File: src/rtl/uart_top.sv
// uart_top: CPU-register-mapped UART with a one-deep TX holding register and a 2-flop RX synchronizer.
// Default frame is 8N1; defining UART_PARITY_EN adds an even-parity bit on both TX and RX.
module uart_top #(
  parameter int ADDR_LSB          = 0,
  parameter int OPT_MEM_ADDR_BITS = 1
) (
  input  logic       clk,
  input  logic       reset,
  input  logic [7:0] addr,
  input  logic [7:0] din,
  output logic [7:0] dout,
  input  logic       wr_en,
  input  logic       rd_en,
  output logic       tx,
  input  logic       rx
);
  localparam int SEL_W = OPT_MEM_ADDR_BITS + 1;
  localparam logic [SEL_W-1:0] SEL_DATA = SEL_W'(0);
  localparam logic [SEL_W-1:0] SEL_STAT = SEL_W'(1);
  localparam logic [SEL_W-1:0] SEL_DIVL = SEL_W'(2);
  localparam logic [SEL_W-1:0] SEL_DIVH = SEL_W'(3);

  localparam logic [2:0] ST_IDLE   = 3'd0;
  localparam logic [2:0] ST_START  = 3'd1;
  localparam logic [2:0] ST_DATA   = 3'd2;
  localparam logic [2:0] ST_STOP   = 3'd4;
`ifdef UART_PARITY_EN
  localparam logic [2:0] ST_PARITY = 3'd3;
`endif

  logic [SEL_W-1:0] sel;
  logic             wr_data, rd_data, rd_stat;
  logic [15:0]      div;
  logic             unused_addr;

  logic [2:0]  tx_state;
  logic [15:0] tx_cnt;
  logic [2:0]  tx_idx;
  logic [7:0]  tx_hold, tx_shift;
  logic        tx_full, tx_busy, tx_tick, tx_par;

  logic        sync1, sync2, rx_prev;
  logic [2:0]  rx_state;
  logic [15:0] rx_cnt;
  logic [2:0]  rx_idx;
  logic [7:0]  rx_shift, rx_data;
  logic        rx_tick, rx_valid, rx_overrun, rx_frame_err, rx_parity_err;

  assign sel         = addr[ADDR_LSB+OPT_MEM_ADDR_BITS:ADDR_LSB];
  assign unused_addr = ^addr;
  assign wr_data     = wr_en && (sel == SEL_DATA);
  assign rd_data     = rd_en && (sel == SEL_DATA);
  assign rd_stat     = rd_en && (sel == SEL_STAT);
  assign tx_tick     = (tx_cnt == '0);
  assign rx_tick     = (rx_cnt == '0);
  assign tx_busy     = (tx_state != ST_IDLE);

  always_ff @(posedge clk or posedge reset) begin
    if (reset) begin
      div <= 16'd867;
    end else if (wr_en && sel == SEL_DIVL) begin
      div[7:0] <= din;
    end else if (wr_en && sel == SEL_DIVH) begin
      div[15:8] <= din;
    end
  end

  // Bit timers reload from div at each bit boundary, so divisor writes apply to the next bit.
  always_ff @(posedge clk or posedge reset) begin
    if (reset) begin
      tx_state <= ST_IDLE;
      tx_cnt   <= '0;
      tx_idx   <= '0;
      tx_hold  <= '0;
      tx_shift <= '0;
      tx_full  <= 1'b0;
      tx_par   <= 1'b0;
    end else begin
      if (wr_data && !tx_full) begin
        tx_hold <= din;
        tx_full <= 1'b1;
      end
      if (!tx_tick) tx_cnt <= tx_cnt - 16'd1;
      case (tx_state)
        ST_IDLE: if (tx_full) begin
          tx_state <= ST_START;
          tx_shift <= tx_hold;
          tx_par   <= ^tx_hold;
          tx_full  <= 1'b0;
          tx_cnt   <= div;
        end
        ST_START: if (tx_tick) begin
          tx_state <= ST_DATA;
          tx_idx   <= '0;
          tx_cnt   <= div;
        end
        ST_DATA: if (tx_tick) begin
          tx_shift <= {1'b0, tx_shift[7:1]};
          tx_idx   <= tx_idx + 3'd1;
          tx_cnt   <= div;
          if (tx_idx == 3'd7) begin
`ifdef UART_PARITY_EN
            tx_state <= ST_PARITY;
`else
            tx_state <= ST_STOP;
`endif
          end
        end
`ifdef UART_PARITY_EN
        ST_PARITY: if (tx_tick) begin
          tx_state <= ST_STOP;
          tx_cnt   <= div;
        end
`endif
        ST_STOP: if (tx_tick) begin
          if (tx_full) begin
            tx_state <= ST_START;
            tx_shift <= tx_hold;
            tx_par   <= ^tx_hold;
            tx_full  <= 1'b0;
            tx_cnt   <= div;
          end else begin
            tx_state <= ST_IDLE;
          end
        end
        default: tx_state <= ST_IDLE;
      endcase
    end
  end

  always_comb begin
    tx = 1'b1;
    case (tx_state)
      ST_START:  tx = 1'b0;
      ST_DATA:   tx = tx_shift[0];
`ifdef UART_PARITY_EN
      ST_PARITY: tx = tx_par;
`endif
      default:   tx = 1'b1;
    endcase
  end

`ifndef UART_PARITY_EN
  assign rx_parity_err = 1'b0;
`endif

  always_ff @(posedge clk or posedge reset) begin
    if (reset) begin
      sync1        <= 1'b1;
      sync2        <= 1'b1;
      rx_prev      <= 1'b1;
      rx_state     <= ST_IDLE;
      rx_cnt       <= '0;
      rx_idx       <= '0;
      rx_shift     <= '0;
      rx_data      <= '0;
      rx_valid     <= 1'b0;
      rx_overrun   <= 1'b0;
      rx_frame_err <= 1'b0;
`ifdef UART_PARITY_EN
      rx_parity_err <= 1'b0;
`endif
    end else begin
      sync1   <= rx;
      sync2   <= sync1;
      rx_prev <= sync2;
      // Read-clears come first so that a set event later in this block wins.
      if (rd_data) rx_valid <= 1'b0;
      if (rd_stat) begin
        rx_overrun   <= 1'b0;
        rx_frame_err <= 1'b0;
`ifdef UART_PARITY_EN
        rx_parity_err <= 1'b0;
`endif
      end
      if (!rx_tick) rx_cnt <= rx_cnt - 16'd1;
      case (rx_state)
        ST_IDLE: if (rx_prev && !sync2) begin
          rx_state <= ST_START;
          rx_cnt   <= {1'b0, div[15:1]};
        end
        ST_START: if (rx_tick) begin
          if (sync2) begin
            rx_state <= ST_IDLE;
          end else begin
            rx_state <= ST_DATA;
            rx_idx   <= '0;
            rx_cnt   <= div;
          end
        end
        ST_DATA: if (rx_tick) begin
          rx_shift <= {sync2, rx_shift[7:1]};
          rx_idx   <= rx_idx + 3'd1;
          rx_cnt   <= div;
          if (rx_idx == 3'd7) begin
`ifdef UART_PARITY_EN
            rx_state <= ST_PARITY;
`else
            rx_state <= ST_STOP;
`endif
          end
        end
`ifdef UART_PARITY_EN
        ST_PARITY: if (rx_tick) begin
          if (sync2 != ^rx_shift) rx_parity_err <= 1'b1;
          rx_state <= ST_STOP;
          rx_cnt   <= div;
        end
`endif
        ST_STOP: if (rx_tick) begin
          rx_state <= ST_IDLE;
          if (!sync2) rx_frame_err <= 1'b1;
          if (!rx_valid || rd_data) begin
            rx_data  <= rx_shift;
            rx_valid <= 1'b1;
          end else begin
            rx_overrun <= 1'b1;
          end
        end
        default: rx_state <= ST_IDLE;
      endcase
    end
  end

  always_comb begin
    dout = '0;
    case (sel)
      SEL_DATA: dout = rx_data;
      SEL_STAT: dout = {2'b00, rx_parity_err, rx_frame_err, rx_overrun, rx_valid, tx_full, tx_busy};
      SEL_DIVL: dout = div[7:0];
      SEL_DIVH: dout = div[15:8];
      default:  dout = '0;
    endcase
  end

endmodule

File: config.mk
export PLATFORM = sky130hd
export DESIGN_NAME = uart_top
export DESIGN_NICKNAME = d
export VERILOG_FILES = /design/src/rtl/uart_top.sv
export SDC_FILE = /design/constraint.sdc
export NUM_CORES = 1
export LEC_CHECK = 0
export CORE_MARGIN = 2
export CORE_UTILIZATION = 30
export CTS_CLUSTER_SIZE = 30
export DETAILED_ROUTE_END_ITERATION = 8
export PLACE_DENSITY = 0.49
export SLEW_MARGIN = 0
export SYNTH_ARGS = -nofsm -noshare
export SYNTH_HDL_FRONTEND = slang
export SYNTH_SLANG_ARGS = --single-unit
File: constraint.sdc
create_clock -name clk -period 7.15 [get_ports clk]
set_input_delay 0.715 -clock clk [delete_from_list [all_inputs] [get_ports clk]]
set_output_delay 0.715 -clock clk [all_outputs]
set_load 0.02 [all_outputs]
* After elaboration in Yosys (flattened, before gate mapping) *
Index checks and enable logic that the tools add are counted.

storage, ports and cells
  output and inout bits = 9
  flip-flop bits (word level) = 99

cells by class
  reductions and logical operators = 29
  equality and inequality tests = 22
  bitwise operators = 1
  mux-type cells = 54
  add/sub/neg operators = 4

operators with widths
  cell                     count
  $mux W16                 9
  $pmux W16 S3             2
  $mux W3                  15
  $logic_not A16 Y1        2
  $pmux W8 S4              1
  $sub A16 B1 Y16 const B  2
  $mux W8                  3
  $pmux W3 S4              2
  $pmux W8 S3              1
  $ne A2 B2 Y1 const B     11
  $mux W1                  16
  $eq A3 B3 Y1 const B     4
  $pmux W3 S2              2
  $reduce_and A5 Y1        2
  $reduce_and A3 Y1        3
  $logic_and A1 B1 Y1      7
  $add A3 B1 Y3 const B    2
  $eq A3 B1 Y1 const B     2
  $eq A3 B2 Y1 const B     2
  $logic_not A3 Y1         2
  $reduce_bool A3 Y1       2
  $eq A2 B2 Y1 const B     2
  $pmux W1 S2              2
  $reduce_and A2 Y1        2
  9 further kinds          12

* Longest topological paths before layout *
Gate-level depths: netlist of run 1.

  depth after elaboration = 7
  depth in mapped cells = 10
  gate-level depth less buffers = 7

* Worst setup path after synthesis of run 1 *
OpenSTA, ideal clock, no wires.

  path type = input to output
  start point = input port addr[0]
  end point = output port dout[5]
  path buffers = 2
  arrival time = 1845 ps
  stages = 4
  setup slack = 4590 ps
  path through = buf_2 buf_1 mux2_2 a22o_1

between the ends
  longest elaborated chain between the ends = 2
  elaborated cells on any way between the ends = 5

RTL lines
  item                                  line  RTL
  start: declaration                    9     input logic [7:0] addr,
  $eq A2 B2 Y1 (tied with other cells)  227   case (sel)
  $pmux W8 S4 *                         227
  end: declaration                      11    output logic [7:0] dout,

Mark *: on every way between the ends. The rest lies on a longest branch, timed or not.

* Worst setup path after layout of run 1 *
  start point = input port addr[0]
  end point = output port dout[4]

Same word-level chain as after synthesis.

==> results of run 1 <==
flip-flops by register name, summed over array words and instances, names as in the netlist, 8 cells and up:
register	cells
div	16
rx_cnt	16
rx_data	8
rx_shift	8
tx_cnt	16
tx_hold	8
tx_shift	8
worst max-delay path: cells and delay by family:
| kind | cells | cell delay (ns) |
|---|---|---|
| muxes | 1 | 0.62 |
| buffers and inverters | 2 | 1.53 |
report_power, final:
| group | switching, uW | internal [uW] |
|---|---|---|
| Clock | 222 | 310 |
| Combinational | 299 | 320 |
| Sequential | 227 | 726 |
worst min path at each step:
stage               start  endpoint  slack (ns)  depth (start not counted)
floorplan           sync1     sync2        0.35                          0
global placement    sync1     sync2        0.35                          0
detailed placement  sync1     sync2        0.35                          0
CTS                 sync1     sync2        0.36                          0
global route        sync1     sync2        0.37                          0
finish              sync1     sync2        0.36                          0
layer usage:
metal	global-route usage, %	vias up
li1	-	1880
met1	19.8	2012
met2	21.0	87
met3	1.52	25
met4	7.92	0
met5	0	-
synth_stat cells, types with 3 or more instances:
cell      instances
dfrtp_1          90
mux2_2           64
nand2_1          34
o21ai_0          33
a21oi_1          26
nor2_1           25
inv_1            20
a22oi_1          15
mux2i_1          13
a22o_1           12
nand3_1          12
nor3_1           10
dfstp_2           9
nor2b_1           9
xnor2_1           9
clkbuf_1          8
buf_2             7
nand2b_1          7
ha_1              6
xor2_1            6
a211oi_1          5
a31oi_1           5
nor4_4            5
mux4_2            4
nand4_1           4
or3_1             4
and3_1            3
and4_1            3
buf_6             3
nor3b_1           3
nor4_1            3
final cells by class:
cell class,count,share of cell area (%)
sequential,99,40.2
inverter,20,1.25
multi-input combinational,361,44.9
clock buffer,11,3.76
clock inverter,5,1.37
timing repair buffer,25,3.96
tap,229,4.63
cell families (layout without fill, tap and decap cells):
logic type	Yosys count	count (layout)
simple gates	141	141
mux	81	81
xor+xnor	15	15
fa+ha+maj	6	6
flops	99	99
compound gates	118	118
buf+inv	44	61
through the flow:
stage | hold WS (ns) | total power, uW | utilization (%)
global placement | 0.347 | 1560 | 32.7
floorplan | 0.345 | 1400 | -
CTS | 0.359 | 2120 | 34.5
detailed placement | 0.348 | 1580 | 32.7
global route | 0.367 | 2240 | 34.5
finish | 0.358 | 2100 | 34.5
==> flow_summary.toml, run 1 <==
[layout]
design_area_mm2 = 0.00619
multiInputGateArea_mm2 = 0.00278
n_fill_cell = 1795
final_cell_mix = "90 x dfrtp_1, 64 x mux2_2, 34 x nand2_1"
drive_above_1_share_pct = 22.5
nNetsFinal = 543
final_cells = 750
n_antenna_cell = 0
syn_to_final_growth_pct = 13.0
mostFrequentLayoutCell = "dfrtp_1"
regArea_mm2 = 0.00249

[timing]
drv_slew = 0
rsz0062_at_grt = "false"
fin_setup_tns_ns = 0
fin_crit_sh_pct = 50.0
hold_violations = 0
slew_headroom_pct = 19.8
min_period_ns = 3.58
setup_viol = 0
tightest_slew_ns = 1.20
fin_skew_ns = 0.00872
setup_slack_ns = 3.57
clock.fmax_ghz = 0.280

[power_and_ir_drop]
power_density_mw_per_mm2 = 340
irDropWorstVdd_mv = 0.157
leakage_uw = 0.00259

[drt]
wl_um = 13300
wl_met2_um = 6070
vias = 4004
ant_nets = 0
post-route-drc-count = 0
wl_per_cell_um = 17.8
drtPass1Iterations = 5
top_layer = "met4"
drt_iter0_drc = 187
routed_via_density = 5.34
wl_met1_um = 6420
dr_wl_met3_um = 380

[critical_path]
slowest_delay_ns = 0.97
crit_top_cell = "clkdlybuf4s50_1"
timing.critical_path.from = "addr[0]"
crit_type = "primary input to output pin"
endpoint = "dout[4]"
start_kind = "primary input"
crit_path_end_kind = "output pin"
reg2reg_depth = 7
arrival_ns = 2.86
crit_chain = "clkdlybuf4s50_1, mux4_2, clkdlybuf4s50_1"
reg2reg_from = "tx_cnt[0]"
required_ns = 6.43
cp_max_fo = 17
r2r_setup_slack_ns = 4.21
slowest_stage = "clkdlybuf4s50_1"
regToRegEndpoint = "tx_cnt[10]"

[synth]
synth_xor_area_share_pct = 2.40
synthSimpleGateAreaFrac_pct = 15.4
async_flop_share_pct = 100
ys_types = 69
syn_area_mm2 = 0.00548
synthAdderAreaFrac_pct = 1.37
synth-edff-count = 0
ys_top_cells_by_area = "dfrtp_1 41%, mux2_2 13%, dfstp_2 4.3%, o21ai_0 3.0%, a21oi_1 2.4%"
synth_top_family_by_area = "multiplexers"
synth-seq-cells = 99
yosysWarnings = 0
seq_area_frac_synth_pct = 45.4
synth.avg_cell_area_um2 = 10.9
synth.area.mux_share_pct = 17.2
synth_compound_area_share_pct = 14.3
synth_flop_cell = "dfrtp_1"
postSynthCellCount = 504
synth_area_leader_cell = "dfrtp_1"
syn-num-nets = 531
yosysTopAreaCellShare_pct = 41.1

[die]
core.rowCount = 49
io_pins = 30
core_area_mm2 = 0.0180
dieArea_mm2 = 0.0194
fp.dieH_um = 139
die_w_um = 139
initial_utilization_pct = 30.5

[job]
max-cap-violations = 0

[clocking]
cts_root_buffer = "clkbuf_16"
htreeDepth = 3
insertion_delay_ns = 0.36
cts_sinks = 99
post_cts_buffers = 0
holdBufCountCts = 0
post_cts_resized = 0
clk_pin_slew_ns = 0.07
clock_path_buffers = 2
cts_inserted_buffers = 9
cts_tree = "built"

[global_routing]
grt_pass1_vias = 3916
overflow = 0
grt_pass1_wl_um = 21500
grt_start_max_net_pins = 77
grtUsageTotal_pct = 14.0
antenna_found_initial = 0

[status]
outcome = "finished clean"

[place]
dp_hpwl_um = 9050
gp_congestion = 0.790
dpl_cell_area_mm2 = 0.00588
dp_slack_ns = 3.54
dp_cells = 734
portBuffers = 23

[min_path]
worstHoldPathType = "flop to flop"
No activity file was read; power rests on OpenSTA's default activity.
==> inputs of run 2 (changes only) <==
==> constraint.sdc (replaced) <==
create_clock -name clk -period 3.4 [get_ports clk]
set_input_delay 0.34 -clock clk [delete_from_list [all_inputs] [get_ports clk]]
set_output_delay 0.34 -clock clk [all_outputs]
set_load 0.02 [all_outputs]
==> run 2 against run 1 <==
Compared with the run above:
- via count grew 0.82%
- first-iteration DRC count increased by 50%
- sequential power up 110%
- clock skew fell by 0.0029 ns
- combinational power grew 110%
- critical path depth increased by 3
- non-clock buffer count is 6 higher
- count of clock-buffer cells in the layout is 1 lower
- critical path type is now flop to output pin
- largest power group unchanged
- highest routed layer unchanged
==> flow_summary.toml, run 2 (synthesized netlist as in run 1, its figures left out) <==
[place]
dp_hpwl_um = 9300
gp_congestion = 0.769
portBuffers = 23

[global_routing]
overflow = 0
grt_pass1_wl_um = 21900
grt_start_max_net_pins = 58
grtUsageTotal_pct = 14.2
grt_pass1_vias = 4023
antenna_found_initial = 0

[clocking]
post_cts_resized = 0
post_cts_buffers = 0
cts_tree = "built"
clk_pin_slew_ns = 0.07
cts_inserted_buffers = 9
insertion_delay_ns = 0.35
cts_root_buffer = "clkbuf_16"
htreeDepth = 3
cts_sinks = 99
clock_path_buffers = 2
holdBufCountCts = 0

[critical_path]
critPathBufInv = 1
slowest_stage = "dfrtp_1"
crit_path_end_kind = "output pin"
crit_type = "flop to output pin"
crit_chain = "or2_2, nor2_1, a21oi_1, nor2_1, a21oi_1, clkdlybuf4s50_1"
start_kind = "flop"
arrival_ns = 2.51
cp_max_fo = 17
cp_top_family = "simple AND/OR/NAND/NOR gates"
required_ns = 3.06
slowest_delay_ns = 0.58

[timing]
fin_crit_sh_pct = 83.8
setup_viol = 0
hold_violations = 0
min_period_ns = 2.85
fin_setup_tns_ns = 0
tightest_slew_ns = 0.880
rsz0062_at_grt = "false"
fin_skew_ns = 0.00582
drv_slew = 0
hold_ws_ns = 0.358
slew_headroom_pct = 40.9
clock.fmax_ghz = 0.351

[power_and_ir_drop]
leakage_uw = 0.00261
combPwrFrac_pct = 30.0
p_sw_uw = 1590
clkPwrFrac_pct = 24.1
irDropWorstVdd_mv = 0.391
power_density_mw_per_mm2 = 702
intPower_uw = 2790
pwr-share-seq_pct = 45.9
swShare_pct = 36.3

[drt]
wl_um = 13400
routed_via_density = 5.34
post-route-drc-count = 0
drtPass1Iterations = 5
ant_nets = 0
drt_iter0_drc = 281
vias = 4037
wl_per_cell_um = 17.7

[layout]
mostFrequentLayoutCell = "dfrtp_1"
final_cell_mix = "90 x dfrtp_1, 64 x mux2_2, 34 x nand2_1"
drive_above_1_share_pct = 23.5
largest_registers = "div (16), rx_cnt (16), tx_cnt (16)"
nNetsFinal = 549
n_antenna_cell = 0
multiInputGateArea_mm2 = 0.00278
syn_to_final_growth_pct = 13.7
regArea_mm2 = 0.00249
n_fill_cell = 1818

[die]
core_area_mm2 = 0.0180
io_pins = 30
initial_utilization_pct = 30.5
die_w_um = 139
fp.dieH_um = 139
dieArea_mm2 = 0.0194
core.rowCount = 49

[min_path]
worstHoldPathType = "flop to flop"

[status]
outcome = "finished clean"

[job]
max-cap-violations = 0
[run 2: cell types whose count changed in the layout (fill, tap and decap cells not counted)]
| cell | delta |
|---|---|
| bufinv_16 | -1 |
| buf_12 | +1 |
| clkinv_4 | +2 |
| buf_4 | +5 |
| clkbuf_1 | -1 |
[run 2: power by group through the flow]
stage          logic (uW)  clock network (uW)  registers, uW
2_1_floorplan        1090                   0           1850
3_5_place_dp         1310                   0           2030
5_1_grt              1470                1140           2060
4_1_cts              1320                1080           2000
6_report             1310                1050           2010
3_3_place_gp         1280                   0           2010
[run 2: final timing paths]
| check | from | slack [ns] | cells past startpoint | to |
|---|---|---|---|---|
| max | tx_state[0] | 0.55 | 6 | dout[0] |
| min | sync1 | 0.36 | 0 | sync2 |
| max reg2reg | tx_cnt[0] | 0.70 | 7 | tx_shift[4] |
| min reg2reg | sync1 | 0.36 | 0 | sync2 |
| max in group asynchronous | reset | 2.18 | 3 | sync1 |
| min in group asynchronous | reset | 0.48 | 2 | tx_shift[3] |
[run 2: through the flow]
stage / utilization (%) / cell area [um2] / instances / worst slack (ns) / power (uW)
2_1_floorplan: - / 5480 / 504 / 0.484 / 2930
3_3_place_gp: 33.0 / 5930 / 740 / 0.568 / 3290
3_5_place_dp: 33.0 / 5930 / 740 / 0.556 / 3340
4_1_cts: 34.7 / 6240 / 756 / 0.531 / 4410
5_1_grt: 34.7 / 6240 / 756 / 0.366 / 4670
6_report: 34.7 / 6240 / 756 / 0.552 / 4380
[run 2: layer usage]
metal	track usage, %	wire [um]	up-vias
li1	-	-	1905
met1	19.5	6330	2021
met2	21.9	6110	86
met3	1.93	454	25
met4	7.55	471	0
met5	0	0	-
[run 2: cell type report]
type | instances | area share, %
well taps | 229 | 4.59
inverters | 20 | 1.24
flip-flops and latches | 99 | 39.9
multi-input cells | 361 | 44.6
repair buffers | 31 | 4.86
clock inverters | 6 | 1.16
clock buffers | 10 | 3.67
